**src/rtl/register_file_write.sv**
```systemverilog
// register_file_write
//
// Write side of the MIPS multi-cycle register file together with its two
// combinational read ports. A 5-to-32 one-hot decoder turns the destination
// index into per-register write enables. The enables are gated by regWrite
// and clock writeData into one of registers 1..31. Register 0 has no storage
// and always reads as zero.
//
// Ports:
//   clk        rising-edge clock for all register writes
//   reset      asynchronous, active-high; clears registers 1..31
//   regWrite   write enable from the control FSM
//   writeReg   destination register index (rd or rt)
//   writeData  value to write (ALUOut or MDR)
//   readReg1   rs index for read port 1
//   readReg2   rt index for read port 2
//   readData1  contents of register readReg1 (zero for index 0)
//   readData2  contents of register readReg2 (zero for index 0)

module register_file_write (
  input  logic        clk,
  input  logic        reset,
  input  logic        regWrite,
  input  logic [4:0]  writeReg,
  input  logic [31:0] writeData,
  input  logic [4:0]  readReg1,
  input  logic [4:0]  readReg2,
  output logic [31:0] readData1,
  output logic [31:0] readData2
);

  logic [31:0] dec;
  logic [31:0] we;

  // Only registers 1..31 hold state; index 0 is synthesised as a constant.
  logic [31:0] regs [1:31];

  // Read view covering all 32 indices, so the read muxes need no special case.
  logic [31:0] reg_view [0:31];

  // One-hot decode of the destination index.
  always_comb begin
    dec = '0;
    for (int i = 0; i < 32; i++) begin
      dec[i] = (writeReg == 5'(i));
    end
  end

  // Bit 0 is forced low so a write to register 0 has no side effect.
  always_comb begin
    we    = dec & {32{regWrite}};
    we[0] = 1'b0;
  end

  // Reset overrides any write on the same edge, so a coincident write is lost.
  always_ff @(posedge clk or posedge reset) begin
    if (reset) begin
      for (int i = 1; i < 32; i++) begin
        regs[i] <= '0;
      end
    end else begin
      for (int i = 1; i < 32; i++) begin
        if (we[i]) begin
          regs[i] <= writeData;
        end
      end
    end
  end

  always_comb begin
    reg_view[0] = '0;
    for (int i = 1; i < 32; i++) begin
      reg_view[i] = regs[i];
    end
  end

  // The read ports have no bypass. A read of the register being written
  // shows the old value until the edge.
  assign readData1 = reg_view[readReg1];
  assign readData2 = reg_view[readReg2];

endmodule

```
**config.mk**
```make
export PLATFORM = sky130hd
export DESIGN_NAME = register_file_write
export DESIGN_NICKNAME = d
export VERILOG_FILES = /design/src/rtl/register_file_write.sv
export SDC_FILE = /design/constraint.sdc
export NUM_CORES = 2
export LEC_CHECK = 0
export CORE_MARGIN = 5
export CORE_UTILIZATION = 30
export CTS_BUF_LIST = sky130_fd_sc_hd__clkbuf_4
export DETAILED_ROUTE_END_ITERATION = 8
export MAX_ROUTING_LAYER = met4
export SLEW_MARGIN = 20
export SYNTH_ARGS = -nofsm -noshare
export SYNTH_HDL_FRONTEND = slang
export SYNTH_SLANG_ARGS = --single-unit
export TNS_END_PERCENT = 100
```
**constraint.sdc**
```tcl
create_clock -name clk -period 94 [get_ports clk]
set_clock_uncertainty 0.2 [all_clocks]
set_input_delay 9.4 -clock clk [delete_from_list [all_inputs] [get_ports clk]]
set_output_delay 9.4 -clock clk [all_outputs]
set_load 0.01 [all_outputs]
```
==> impl_results.md <==
- Run status: complete, no violations
- # rows: 154
- Final RePlAce weighted congestion: 0.779
- Via count: 35.2k
- RSZ-0062 raised after global routing: no
- Initial drt markers: 2941
- Type of the worst min-delay path: reg -> reg
- FF/Latch Area: 24800 µm²
- Root buffer selected by CTS: sky130_fd_sc_hd__clkbuf_4
- Critical path class: in -> out
- Clk sink count: 992
- Growth of design area from synthesis to finish: 12.2%
- Overflow left after global routing: 0
- Final Hold Violating Endpoints: 0
- Die extent in y: 431 µm
- Met3 layer usage reported by global route: 0.0422
- Final Hold Slack: 311 ps
- Clock latency on the worst-skew pair: 1160 ps
- Total power per unit cell area: 20.7 nW/µm²
- Flip-flop count of the largest register after layout: 992
- Post-synth EDFFs: 0
- Setup TNS: 0 ps
- Post-placement worst setup slack: 70720 ps
- VDD IR-drop max: 0.0137 mV
- Synthesized instance count: 3636
- Drt total wl: 175000 µm
- Layer carrying the most global-route usage: met2
- Number of nets with antenna violations after detailed routing: 0
- Die outline width: 431 µm
- Mapped cell area: 53100 µm²
- Flop and latch count out of synthesis: 992
- Number of antenna violations at the first check in global routing: 8
- TritonCTS Buffers: 299
- Final-layout fill cell count: 17.3k
- Number of pins exceeding their max-slew limit in the final report: 0
- Yosys cell types: 30
- Leakage Power: 25.6 nW
- Number of buffers on the longest clock path: 4
- HPWL after detailed placement: 97300 µm
- Routed len/inst: 28.0 µm
- Max Fanout on Critical Path: 52
- Data arrival time of the critical path: 13630 ps
- Max cap viols: 0
- DR DRC count: 0
- IO Pins: 114
- Syn. warnings: 0
- Share of final-layout standard cells stronger than drive strength 1: 0.509
- Highest-count cells in the layout ignoring fill and taps: sky130_fd_sc_hd__mux2_2 (1023), sky130_fd_sc_hd__dfrtp_1 (992), sky130_fd_sc_hd__clkbuf_4 (424)
- H-tree depth: 5
- Share of synthesized registers carrying an async set or reset: 1.00
- Most common cell after layout, fill and taps aside: sky130_fd_sc_hd__mux2_2
- Synthesized Nets: 3686
- Met1 routing resource usage after global routing: 0.239
- Worst-path clk slew: 70 ps
- Vias in the first global route: 37.0k
- Minimum clock period: 23230 ps
- Pin slew with the least headroom to its limit: 1120 ps
- Worst slew margin relative to its limit: 0.252
- Fin crit share: 0.247
- Pin count of the biggest net entering global routing: 178
- CP Launch Type: input pin
- Post-CTS Setup Repair Bufs: 0
- GRT Total Usage: 0.191
- Global-route wire length before repair: 258000 µm
- Nets: 3776
- Combined area of the multi-input logic cells: 26700 µm²
- Std-Cell Core Area: 176000 µm²
- Number of buffers added to fix hold violations after cts: 0
- Share of synthesized area occupied by flip-flops and latches: 0.467
- First-pass iteration count of the detailed router: 5
- Post-synthesis average cell area: 14.6 µm²
- I/O Buffers: 113
- Element type at the critical path end: output pin
- Mean number of vias per cell: 5.62
- Setup WS post-layout: 70770 ps
- Clock tree from TritonCTS: yes
- Die ar.: 186000 µm²
- Post-CTS sizing: 0
- Leading register cell type out of synthesis: sky130_fd_sc_hd__dfrtp_1
- Required arrival time at the worst endpoint: 84400 ps
- Max frequency: 43.0 MHz
- Met2 track utilization from global routing: 0.303
- Final setup fails: 0
- Starting density of the core: 0.302
## worst max-delay path, stage by stage
cell and delay, ps:
sky130_fd_sc_hd__buf_8 420, sky130_fd_sc_hd__buf_4 930, sky130_fd_sc_hd__buf_4 800, sky130_fd_sc_hd__mux4_2 600
sky130_fd_sc_hd__a22o_1 230, sky130_fd_sc_hd__o21ai_1 370, sky130_fd_sc_hd__o31ai_1 210, sky130_fd_sc_hd__clkdlybuf4s50_1 540
## cell usage after synthesis (4+ instances only)
cell type	instances	area [µm²]
sky130_fd_sc_hd__mux4_2	384	8650
sky130_fd_sc_hd__buf_4	30	225
sky130_fd_sc_hd__a211oi_1	64	480
sky130_fd_sc_hd__mux2_1	33	372
sky130_fd_sc_hd__nor2b_1	8	50.1
sky130_fd_sc_hd__o31ai_1	64	480
sky130_fd_sc_hd__clkbuf_1	211	792
sky130_fd_sc_hd__buf_2	141	706
sky130_fd_sc_hd__a22o_1	192	1680
sky130_fd_sc_hd__nand2b_1	5	31.3
sky130_fd_sc_hd__and2_1	34	213
sky130_fd_sc_hd__mux2i_1	160	1600
sky130_fd_sc_hd__and3_1	32	200
sky130_fd_sc_hd__nand2_1	79	297
sky130_fd_sc_hd__buf_6	5	56.3
sky130_fd_sc_hd__nand3_1	4	20.0
sky130_fd_sc_hd__buf_1	17	63.8
sky130_fd_sc_hd__o21ai_1	64	320
sky130_fd_sc_hd__mux2_2	1023	11500
sky130_fd_sc_hd__o22ai_1	64	400
sky130_fd_sc_hd__nor2_1	15	56.3
sky130_fd_sc_hd__dfrtp_1	992	24800
## worst paths after layout
kind	startpoint	endpoint	slack, ps	cells after the start
min in group asynchronous	reset	reg_view[512]$_DFFE_PP0P_	8570	2
worst max register to register	reg_view[255]$_DFFE_PP0P_	reg_view[255]$_DFFE_PP0P_	92980	1
worst min register to register	reg_view[635]$_DFFE_PP0P_	reg_view[635]$_DFFE_PP0P_	310	1
worst min-delay path	reg_view[635]$_DFFE_PP0P_	reg_view[635]$_DFFE_PP0P_	310	1
max in group asynchronous	reset	reg_view[622]$_DFFE_PP0P_	81340	6
worst max-delay path	readReg1[0]	readData1[30]	70770	8
## cells by family after synthesis
group,after synthesis,synth area share
buf+inv,407,0.0349
simple gates,189,0.0181
compound gates,448,0.0633
flops,992,0.467
mux,1600,0.417
## final cells by class
type | instances | area share
timing repair buffer | 193 | 0.0293
inverter | 3 | 0.000357
clock inverter | 52 | 0.00332
clock buffer | 424 | 0.0534
sequential | 992 | 0.416
tap | 2340 | 0.0491
antenna | 11 | 0.000462
multi-input combinational | 2237 | 0.448
## per-layer routing
metal | vias to the layer above | part of all wire
met5 | - | 0
met2 | 1360 | 0.48
met1 | 19000 | 0.41
met3 | 369 | 0.066
li1 | 14500 | -
met4 | 0 | 0.038
## power breakdown
group	total [mW]	internal (mW)	switching [mW]
Sequential	0.573	0.511	0.0622
Combinational	0.267	0.159	0.108
Clock	0.392	0.204	0.188
Total	1.23	0.874	0.358
## stage by stage
step | total power, mW | utilization | cell area, µm² | std cells
finish | 1.23 | 0.339 | 59600 | 6252
detailed placement | 0.847 | 0.319 | 56300 | 5765
floorplan | 0.766 | - | 53100 | 3636
CTS | 1.25 | 0.339 | 59600 | 6241
global route | 1.30 | 0.339 | 59600 | 6251
global placement | 0.838 | 0.319 | 56300 | 5765
No activity file was read; power rests on OpenSTA's default activity.
